File: src/rtl/v_issue_ctrl.sv
// Buffers decoded vector instructions and issues them one at a time to the vector unit,
// retiring on DONE, with a BUSY watchdog, pipeline flush and a reduction writeback hazard.
module v_issue_ctrl #(
  parameter int DEPTH   = 4,
  parameter int TIMEOUT = 1023
) (
  input  logic         clk,
  input  logic         reset,
  input  logic         s_valid,
  output logic         s_ready,
  input  logic [103:0] s_payload,
  input  logic         s_flush,
  input  logic         stall,
  input  logic         DONE,
  input  logic         XRF_WE,
  input  logic [4:0]   XRF_ADDR,
  output logic         I_start,
  output logic [2:0]   I_id,
  output logic         I_clear,
  output logic [4:0]   I_vs1,
  output logic [4:0]   I_vs2,
  output logic [4:0]   I_vd,
  output logic [31:0]  I_RS1,
  output logic [31:0]  I_RS2,
  output logic [4:0]   I_uimm5,
  output logic [7:0]   I_funct,
  output logic [1:0]   I_permute,
  output logic         I_mask_en,
  output logic [1:0]   I_ALUSrc,
  output logic         I_dmr,
  output logic         I_dmw,
  output logic         I_reg_we,
  output logic         I_mem_reg,
  output logic         I_Xout,
  output logic [1:0]   I_mode_lsu,
  output logic         v_busy,
  output logic         retired,
  output logic         x_pending,
  output logic [4:0]   x_rd,
  output logic         err
);
  localparam int AW = $clog2(DEPTH);
  localparam int CW = AW + 1;
  localparam logic [9:0]    TO   = 10'(TIMEOUT);
  localparam logic [CW-1:0] FULL = CW'(DEPTH);

  typedef enum logic [1:0] {IDLE, ISSUE, BUSY} state_t;

  state_t        state;
  logic [103:0]  mem [DEPTH];
  logic [AW-1:0] wr_ptr;
  logic [AW-1:0] rd_ptr;
  logic [CW-1:0] count;
  logic [103:0]  cur;
  logic [9:0]    wdog;
  logic [2:0]    id_cnt;
  logic          push;
  logic          pop;
  logic          retire;
  logic          abort;

  assign s_ready = count < FULL;
  assign v_busy  = (state != IDLE) || (count != '0);
  assign push    = s_valid && s_ready && !s_flush;
  assign retire  = (state == BUSY) && DONE && !s_flush;
  assign abort   = (state == BUSY) && !DONE && (wdog == TO) && !s_flush;
  assign pop     = retire || abort;

  always_ff @(posedge clk) begin
    if (push) mem[wr_ptr] <= s_payload;
  end

  always_ff @(posedge clk or negedge reset) begin
    if (!reset) begin
      state     <= IDLE;
      wr_ptr    <= '0;
      rd_ptr    <= '0;
      count     <= '0;
      cur       <= '0;
      wdog      <= '0;
      id_cnt    <= '0;
      I_start   <= 1'b0;
      I_id      <= '0;
      I_clear   <= 1'b0;
      retired   <= 1'b0;
      x_pending <= 1'b0;
      x_rd      <= '0;
      err       <= 1'b0;
    end else begin
      I_start <= 1'b0;
      I_clear <= 1'b0;
      retired <= 1'b0;
      if (XRF_WE && (XRF_ADDR == x_rd)) x_pending <= 1'b0;
      if (s_flush) begin
        state     <= IDLE;
        wr_ptr    <= '0;
        rd_ptr    <= '0;
        count     <= '0;
        id_cnt    <= '0;
        x_pending <= 1'b0;
        I_clear   <= 1'b1;
      end else begin
        if (push) wr_ptr <= wr_ptr + AW'(1);
        if (pop)  rd_ptr <= rd_ptr + AW'(1);
        if (push && !pop)      count <= count + CW'(1);
        else if (pop && !push) count <= count - CW'(1);
        case (state)
          IDLE: begin
            if ((count != '0) && !stall && !x_pending) begin
              state   <= ISSUE;
              I_start <= 1'b1;
              I_id    <= id_cnt;
              cur     <= mem[rd_ptr];
              wdog    <= '0;
              // Bit 2 is Xout: the reduction's scalar result lands in vd.
              if (mem[rd_ptr][2]) begin
                x_pending <= 1'b1;
                x_rd      <= mem[rd_ptr][93:89];
              end
            end
          end
          ISSUE: begin
            state <= BUSY;
            wdog  <= wdog + 10'd1;
          end
          BUSY: begin
            if (retire) begin
              state   <= IDLE;
              retired <= 1'b1;
              id_cnt  <= id_cnt + 3'd1;
            end else if (abort) begin
              state     <= IDLE;
              I_clear   <= 1'b1;
              err       <= 1'b1;
              x_pending <= 1'b0;
              id_cnt    <= id_cnt + 3'd1;
            end else begin
              wdog <= wdog + 10'd1;
            end
          end
          default: state <= IDLE;
        endcase
      end
    end
  end

  assign I_vs1      = cur[103:99];
  assign I_vs2      = cur[98:94];
  assign I_vd       = cur[93:89];
  assign I_RS1      = cur[88:57];
  assign I_RS2      = cur[56:25];
  assign I_uimm5    = cur[24:20];
  assign I_funct    = cur[19:12];
  assign I_permute  = cur[11:10];
  assign I_mask_en  = cur[9];
  assign I_ALUSrc   = cur[8:7];
  assign I_dmr      = cur[6];
  assign I_dmw      = cur[5];
  assign I_reg_we   = cur[4];
  assign I_mem_reg  = cur[3];
  assign I_Xout     = cur[2];
  assign I_mode_lsu = cur[1:0];
endmodule
File: config.mk
export PLATFORM = sky130hd
export DESIGN_NAME = v_issue_ctrl
export DESIGN_NICKNAME = d
export VERILOG_FILES = /design/src/rtl/v_issue_ctrl.sv
export SDC_FILE = /design/constraint.sdc
export NUM_CORES = 1
export LEC_CHECK = 0
export ABC_AREA = 1
export BUFFER_PORTS_ARGS = -buffer_cell sky130_fd_sc_hd__clkbuf_2
export CAP_MARGIN = 20
export CORE_ASPECT_RATIO = 1.75
export CORE_MARGIN = 5
export CORE_UTILIZATION = 55
export CTS_CLUSTER_DIAMETER = 40
export DETAILED_ROUTE_END_ITERATION = 6
export GPL_TIMING_DRIVEN = 0
export PLACE_DENSITY_LB_ADDON = 0.1
export SETUP_SLACK_MARGIN = 0.3
export SYNTH_ARGS = -nofsm -noshare
export SYNTH_HDL_FRONTEND = slang
export SYNTH_SLANG_ARGS = --single-unit
File: constraint.sdc
create_clock -name clk -period 6.75 [get_ports clk]
set_input_delay 0.675 -clock clk [delete_from_list [all_inputs] [get_ports clk]]
set_output_delay 0.675 -clock clk [all_outputs]
set_load 0.005 [all_outputs]
==> qor.txt, run 1 <==
Placed Cells - 2426
IO Count - 235
Die area - 0.0427 mm²
Fillers - 2922
Via count - 14078
Initial antenna violation count - 13
FF-to-FF Start - count[2]
Port bufs - 234
Ys Warns - 0
DR vias/cell - 5.56
Clock buffer depth - 3
Seq. cell area - 0.0160 mm²
Yosys cell types - 33
Die height - 270 µm
Worst VDD drop - 258 µV
Area growth syn-to-layout - 18.0%
1st-iter DRT viols - 1070
#FFs+latches synth - 555
Crit Path Category - reg -> reg
Gr busiest metal - met2
Footprint of the multi-input gates - 0.00464 mm²
Clock Skew - 19.6 ps
GP Congestion - 0.801
Hold Path Class - in -> async
Syn nets - 1816
Count leader, synth - edfxtp_1
FP Rows - 95
Antenna-violating nets left - 0
Clock root buffer master - clkbuf_16
Cell Area, Synth - 0.0212 mm²
Max Cap Viol - 0
Total CTS buffers - 51
Power Dens Cells - 355 mW/mm²
CP Launch Point - count[2]
Core Footprint - 0.0383 mm²
First-pass GRT wire length - 80300 µm
Slew @ Worst Pin - 752 ps
CP max FO - 23
Met3 Track Usage GR - 0.0420
Critical path required time - 7020 ps
HPWL Detailed - 35100 µm
Area leader, netlist - edfxtp_1
Final Power - 8.88 mW
Cells after Synth - 1689
Post-synth top area share - 0.589
# DRC - 0
CTS tree - done
Total wire length - 52300 µm
Setup Viol. Count Final - 0
Final Max Slew Viols - 0
Ys async rst share - 0.250
Worst slew margin - 0.498
Clock slew at reported path FFs - 70 ps
Final hold viol count - 0
Final Hold Slack - 30.2 ps
Endpoint class of the critical path - flip-flop
Clock latency on the worst-skew pair - 580 ps
GR Overflow Total - 0
Ys flop type - edfxtp_1
Setup slack, reg-to-reg - 4060 ps
Post-Route Setup TNS - 0 ps
Non-filler cells, final - 2534
Post-CTS sizing - 0
Initial Util - 0.554
Fmax - 372 MHz
Leak Pwr - 9.97 nW
WL/cell - 20.6 µm
Vias in the first global route - 14276
Total GRT Usage - 0.244
Worst Path Arrival - 2960 ps
Met2 Use GR - 0.433
Die width - 158 µm
First-pass iteration count of the detailed router - 5
Status - finished clean
Largest net degree at the start of global routing - 93
CP startpoint kind - flip-flop
CTS H-Tree Depth - 2
Met1 global-route usage - 0.296
Post-layout min period - 2690 ps
Tcrit/Tclk final - 0.399
Synth top area cells - edfxtp_1 59%, dfrtp_1 16%, nand2_1 6.8%
Layout Nets - 2121
Register area share after synthesis - 0.753
Clock sinks - 555
RSZ-0062 raised after global routing - false
Avg Cell Area, Syn - 12.6 µm²
Most instantiated cells after synthesis - 416 x edfxtp_1, 385 x nand2_1, 224 x nor2_1
Setup repair bufs after CTS - 0
EDFF count, synth - 416
Final core occ - 0.654
Hold Buf Count CTS - 0
Layout cells sized above 1 - 0.200
## cells in the final DEF, fill, tap and decap left out, types with 4 or more instances in the layout
cell type  count
clkbuf_1      57
ha_1          10
inv_2          8
clkbuf_8       4
clkinv_1       4
inv_1         27
nand2_1      385
buf_2         38
nand3_1       17
a21oi_1        4
xor2_1         9
diode_2       12
nor2_4         7
clkinv_2       7
o22ai_1      103
o21ai_0      218
inv_6          5
dfrtp_1      139
nor2_1       220
buf_6          8
buf_4          8
clkbuf_16     51
o21ai_1       11
edfxtp_1     416
clkbuf_2     233
buf_12        16
## flip-flops by register name (all words and copies together) (netlist names)
register,flops
count,3
I_clear,1
mem,416
state,2
rd_ptr,2
I_id,3
I_start,1
wr_ptr,2
cur,104
err,1
id_cnt,3
x_pending,1
x_rd,5
wdog,10
retired,1
## final cells by class
class	count	area share
buffer	93	0.0195
timing repair buffer	252	0.0622
tap	485	0.0243
antenna	12	0.00120
clock inverter	24	0.00845
clock buffer	72	0.0554
inverter	36	0.00550
sequential	555	0.638
multi-input combinational	1005	0.185
## stage by stage
stage	setup slack (ps)	area [µm²]
after detailed placement	3470	23400
after global routing	3880	25000
final	4060	25000
after CTS	4030	25000
after floorplan	776	21200
after global placement	-3570	23000
## worst paths after layout
check / end / cells after the start
setup reg to reg: mem[0][58] / 8
setup / recovery: mem[0][58] / 8
hold / removal: cur[22] / 1
hold reg to reg: cur[19] / 2
min in group clk: mem[0][100] / 1
max in group asynchronous: err / 2
## routing by layer
| layer | routed length, µm | share of wire | vias up |
|---|---|---|---|
| li1 | - | - | 6560 |
| met1 | 19600 | 0.37 | 6987 |
| met2 | 28000 | 0.54 | 426 |
| met3 | 3040 | 0.058 | 101 |
| met4 | 1640 | 0.031 | 4 |
| met5 | 34 | 0.00065 | - |
## power by group
| part | leakage, nW | switching (mW) | internal (mW) |
|---|---|---|---|
| Clock | 0.778 | 1.24 | 1.53 |
| Sequential | 5.54 | 0.224 | 4.09 |
| Combinational | 3.65 | 1.13 | 0.664 |
| Total | 9.97 | 2.60 | 6.28 |
## worst max-delay path, cell delays in order, from the launching register on
cell	delay, ps
dfrtp_1	370
inv_2	110
nand2_1	70
inv_1	120
nand2_1	280
nor2_4	670
buf_12	280
buf_12	220
buf_12	210
## logic make-up after synthesis
family | Yosys count | share of synthesized area
and+or+nand+nor | 645 | 0.120
adders and majority gates | 11 | 0.00684
buffers and inverters | 129 | 0.0294
xor gates and xnor gates | 9 | 0.00372
AOI/OAI and AO/OA | 340 | 0.0869
DFF | 555 | 0.753
No activity file was read; power rests on OpenSTA's default activity.
==> run 2: changes to the inputs <==
Settings changed: ABC_AREA 1 to 0, CORE_UTILIZATION 55 to 52.
Clock period 6.75 ns to 2.28 ns, I/O delays scaled along.
==> run 2 against run 1 <==
Area after synthesis down 1.9%; sequential power grew to 3.1 times the previous value; routed wire length shrank 9.2%; synthesized cell count fell by 43%; critical endpoint is now cur[88]; utilization up 3.3 points; largest power group unchanged; combinational power rose to 3.8 times the previous value; sequential share of layout area decreased by 5.4 points; final area up 9.2%.
==> qor.txt, run 2 <==
Max FFs per register - 416
HPWL Detailed - 27500 µm
Sw frac - 0.259
Register area share after synthesis - 0.768
Die width - 161 µm
Initial antenna violation count - 3
Non-filler cells, final - 1966
Commonest non-fill, non-tap cell in the layout - edfxtp_1
# DRC - 0
Clock Skew - 16.3 ps
Sw Pwr - 7.40 mW
CP startpoint kind - flip-flop
Layout Nets - 1554
Post-Route Setup TNS - 0 ps
CTS tree - done
FP Rows - 97
Clock Power Share - 0.292
Fillers - 2605
Max Cap Viol - 0
Placed Cells - 1697
Worst Path Arrival - 2680 ps
Worst hold path depth - 3
Endpoint class of the critical path - flip-flop
Core Footprint - 0.0398 mm²
Total GRT Usage - 0.216
Total wire length - 47500 µm
Cells after Synth - 960
Ys flop type - edfxtp_1
Antenna-violating nets left - 0
Cell Area, Synth - 0.0208 mm²
EDFF count, synth - 416
Port bufs - 233
Tcrit/Tclk final - 0.975
DR vias/cell - 5.56
Die area - 0.0442 mm²
Final Hold Slack - 31.7 ps
Most frequent cells in the layout - 416 x edfxtp_1, 238 x clkbuf_2, 136 x dfrtp_1
1st-iter DRT viols - 648
Final Max Slew Viols - 0
GR Overflow Total - 0
Clock sinks - 555
P_int - 21.1 mW
Leak Pwr - 10.3 nW
Final hold viol count - 0
First-pass iteration count of the detailed router - 5
Gate power share - 0.241
Count leader, synth - edfxtp_1
Ys async rst share - 0.250
Register bank with the most flops - mem
Avg Cell Area, Syn - 21.7 µm²
Slew @ Worst Pin - 695 ps
Largest net degree at the start of global routing - 78
Crit Path Category - reg -> reg
Via count - 10930
Yosys cell types - 51
Sequential group share of total power - 0.467
Hold Path Class - in -> reg
Die height - 275 µm
Vias in the first global route - 12038
Clock root buffer master - clkbuf_16
Initial Util - 0.522
Syn nets - 1087
CTS H-Tree Depth - 2
Fmax - 450 MHz
Power Dens Cells - 1040 mW/mm²
Area leader, netlist - edfxtp_1
Post-synth top area share - 0.601
IO Count - 235
Post-layout min period - 2220 ps
Area growth syn-to-layout - 31.5%
Layout cells sized above 1 - 0.461
Ys Warns - 0
Most instantiated cells after synthesis - 416 x edfxtp_1, 139 x dfrtp_1, 106 x mux2_2
Status - finished clean
Synth top area cells - edfxtp_1 60%, dfrtp_1 17%, mux4_2 11%
Clock slew at reported path FFs - 70 ps
Worst slew margin - 0.537
Critical path required time - 2730 ps
Clock buffer depth - 3
Biggest regs - mem x416, cur x104, wdog x10
Setup Viol. Count Final - 0
RSZ-0062 raised after global routing - true
WL/cell - 24.1 µm
Total CTS buffers - 51
CP max FO - 7
#FFs+latches synth - 555
First-pass GRT wire length - 71700 µm
Clock latency on the worst-skew pair - 580 ps
GP Congestion - 0.723
FF-to-FF path depth - 9
Worst VDD drop - 871 µV
==> run 2: changes by cell type after synthesis, sizes merged, moves of 7 or more <==
cell    delta
clkbuf    -23
mux4     +104
nor2     -215
buf       -27
nand3     -10
nand2    -364
o22ai    -103
inv       -27
o21ai    -222
mux2     +112
nand2b     +7
==> run 2: metrics by stage <==
stage                      util  cell area [µm²]  power (mW)  worst slack, ps
after global routing      0.687            27300        29.8             19.8
after global placement    0.569            22700        18.1            -2120
after detailed placement  0.576            22900        18.4             -531
after floorplan               -            20900        16.0              194
final                     0.687            27300        28.5             56.2
after CTS                 0.678            27000        28.3             75.1
==> run 2: final timing paths <==
kind,slack [ps],startpoint,endpoint
worst min register to register,490,err,err
worst max register to register,60,state[1],cur[88]
max in group asynchronous,1140,reset,cur[73]
worst min-delay path,30,XRF_WE,x_pending
worst max-delay path,60,state[1],cur[88]
min in group asynchronous,240,reset,cur[16]
==> run 2: layer usage <==
layer  global-route usage  up-vias  share of wire
met1                0.256     5720           0.37
li1                     -     4827              -
met2                0.397      302           0.55
met5                    0        -              0
met4               0.0737        0          0.029
met3               0.0411       81          0.052
==> run 2: logic make-up (layout without fill, tap and decap cells) <==
family                   Yosys count  count (layout)  synth area share
buffers and inverters             53             559            0.0135
flip-flops                       555             555             0.768
multiplexers                     221             221             0.177
XOR/XNOR                           9               9           0.00379
adder cells (fa/ha/maj)           11              11           0.00698
AO/OA/AOI/OAI                     30              30            0.0107
other                              0               1                 0
AND/OR/NAND/NOR                   81              85            0.0204
==> run 2: area by class of cell <==
type | instances | area (µm²) | area share
Antenna cell | 1 | 2.50 | 0.0000915
Multi-Input combinational cell | 356 | 5170 | 0.189
Inverter | 10 | 63.8 | 0.00233
Clock buffer | 78 | 1520 | 0.0557
Clock inverter | 18 | 141 | 0.00517
Sequential cell | 555 | 16000 | 0.584
Tap cell | 495 | 619 | 0.0227
Timing Repair inverter | 1 | 30.0 | 0.00110
Buffer | 43 | 454 | 0.0166
Timing Repair Buffer | 409 | 3360 | 0.123
==> run 2: what timing repair did <==
action,CTS,global route
setup buffers,31,17
hold endpoints to repair,478,0
gates resized for setup,178,49
hold buffers,105,0
cloned,18,1
endpoints found under the setup margin,402,139
pin swaps,12,8
==> run 2: power by group through the flow <==
stage | logic [mW] | clock network (mW) | registers [mW]
after floorplan | 2.62 | 0 | 13.4
after global placement | 4.72 | 0 | 13.4
after detailed placement | 4.91 | 0 | 13.4
after CTS | 6.51 | 8.53 | 13.3
after global routing | 7.36 | 8.96 | 13.5
final | 6.89 | 8.32 | 13.3
==> run 2: critical path, stage by stage, from the launching register on <==
cell and delay, ps:
dfrtp_1 430, inv_2 110, ha_4 160, nand2b_4 50, or4_4 430, buf_12 180, clkinv_16 80, buf_12 140
clkbuf_16 160, mux2_2 330
==> run 3: changes to the inputs <==
--- a/config.mk
+++ b/config.mk
@@ -7,3 +7,3 @@
 export LEC_CHECK = 0
-export ABC_AREA = 0
+export ABC_AREA = 1
 export BUFFER_PORTS_ARGS = -buffer_cell sky130_fd_sc_hd__clkbuf_2
@@ -12,3 +12,3 @@
 export CORE_MARGIN = 5
-export CORE_UTILIZATION = 52
+export CORE_UTILIZATION = 53
 export CTS_CLUSTER_DIAMETER = 40
@@ -16,2 +16,3 @@
 export GPL_TIMING_DRIVEN = 0
+export MAX_ROUTING_LAYER = met4
 export PLACE_DENSITY_LB_ADDON = 0.1
==> constraint.sdc (replaced) <==
create_clock -name clk -period 2.28 [get_ports clk]
set_input_delay 0.342 -clock clk [delete_from_list [all_inputs] [get_ports clk]]
set_output_delay 0.342 -clock clk [all_outputs]
set_load 0.005 [all_outputs]
==> run 3 against run 2 <==
Critical path depth shrank 3; clock-buffer cell count is 12 lower; combinational power down 17%; clock power grew 5.4%; worst setup slack better by 260 ps; final cell count up 35%; power down 4.5%; critical path type unchanged; first-iteration DRC count rose by 56%; global-route usage increased by 3.6 points; die area barely moved; highest routed layer unchanged; non-clock buffer count grew 18.
==> qor.txt, run 3 (same netlist as run 1, synthesis figures left out) <==
First-pass iteration count of the detailed router - 5
Max FFs per register - 416
GR Overflow Total - 0
Clock sinks - 555
RSZ-0062 raised after global routing - true
Final Max Slew Viols - 0
Total CTS buffers - 51
FP Rows - 97
Hold Path Class - in -> reg
Final Cell Area - 0.0266 mm²
Total wire length - 55500 µm
Status - finished clean
Clock Skew - 13.9 ps
Area growth syn-to-layout - 25.3%
CTS H-Tree Depth - 2
Clock slew at reported path FFs - 60 ps
Endpoint class of the critical path - flip-flop
Register bank with the most flops - mem
FF-to-FF Start - rd_ptr[1]
Max Cap Viol - 0
CTS tree - done
Clock buffer depth - 3
Final hold viol count - 0
Slew @ Worst Pin - 565 ps
Worst slew margin - 0.623
CP max FO - 10
Leak Pwr - 10.7 nW
HPWL Detailed - 36300 µm
Final WS setup - 318 ps
Layout cells sized above 1 - 0.217
# DRC - 0
GP Congestion - 0.818
WL/cell - 20.9 µm
Commonest non-fill, non-tap cell in the layout - edfxtp_1
Antenna-violating nets left - 0
Min-delay src - s_payload[53]
Setup Viol. Count Final - 0
Crit Path Category - reg -> reg
CP startpoint kind - flip-flop
IO Count - 235
First-pass GRT wire length - 83500 µm
DR vias/cell - 5.48
Power Dens Cells - 1030 mW/mm²
1st-iter DRT viols - 1012
Vias in the first global route - 14848
Largest net degree at the start of global routing - 90
Biggest regs - mem x416, cur x104, wdog x10
Pre-CTS setup slack - -436 ps
Fmax - 510 MHz
CP Launch Point - rd_ptr[1]
Die area - 0.0443 mm²
Final core occ - 0.667
Total GRT Usage - 0.252
Die width - 161 µm
Core Footprint - 0.0398 mm²
Die height - 275 µm
Worst Path Arrival - 2470 ps
Clock root buffer master - clkbuf_16
Layout Nets - 2246
Post-layout min period - 1960 ps
Placed cell area - 0.0234 mm²
Initial Util - 0.533
Critical path required time - 2790 ps
Most frequent cells in the layout - 416 x edfxtp_1, 382 x nand2_1, 246 x clkbuf_2
Via count - 14569
Tcrit/Tclk final - 0.860
Initial antenna violation count - 4
Clock latency on the worst-skew pair - 580 ps
Port bufs - 234
Worst VDD drop - 646 µV
Final Power - 27.3 mW
[run 3: changes by cell type in the layout (fill, tap and decap cells not counted), sizes merged, moves of 15 or more]
cell and change:
nand2 +364, nor2 +215, mux4 -104, o21ai +222, o22ai +103, mux2 -112, clkbuf +15, inv +35
[run 3: stage by stage]
step	TNS [ps]	hold slack (ps)	instances
finish	0	38.0	2660
CTS	0	23.1	2644
global placement	-1059940	452	2418
floorplan	-165150	46.4	1689
detailed placement	-25920	326	2435
global route	0	23.2	2660
[run 3: what timing repair did]
item	4_1_cts	5_1_grt
cloned	0	4
buffers inserted	10	8
pin swaps	6	8
resized for setup	15	32
hold buffers	104	0
endpoints found under the setup margin	284	98
endpoints found under the hold margin	462	0
[run 3: worst paths after layout]
| kind | to | slack (ps) | cells after the start |
|---|---|---|---|
| setup / recovery | cur[47] | 320 | 6 |
| hold / removal | mem[0][53] | 40 | 1 |
| setup reg to reg | cur[47] | 320 | 6 |
| hold reg to reg | err | 470 | 2 |
| max in group asynchronous | x_rd[1] | 1130 | 3 |
| min in group asynchronous | cur[22] | 270 | 2 |
[run 3: final cells by class]
| cell class | count | area (µm²) |
|---|---|---|
| sequential | 555 | 16000 |
| fill | 2956 | 13200 |
| multi-input combinational | 1005 | 4710 |
| timing repair buffer | 377 | 2850 |
| clock buffer | 66 | 1470 |
| tap | 495 | 619 |
| buffer | 93 | 515 |
| clock inverter | 29 | 275 |
| inverter | 36 | 138 |
| antenna | 4 | 10.0 |
[run 3: critical path: stages, from the launching register on]
cell	delay [ps]
dfrtp_1	520
buf_4	290
buf_1	430
o21ai_0	210
o22ai_1	280
nand2_1	90
nand2_1	70
[run 3: power by group]
part	switching [mW]	leakage, nW	internal, mW
Combinational	3.54	4.27	2.19
Sequential	0.648	5.54	12.1
Clock	3.81	0.857	4.96
Total	7.99	10.7	19.3
[run 3: per-layer routing]
layer / wire, µm / GRT usage
met1: 21000 / 0.290
met2: 30100 / 0.454
met3: 2660 / 0.0298
met4: 1790 / 0.0930
met5: 0 / -
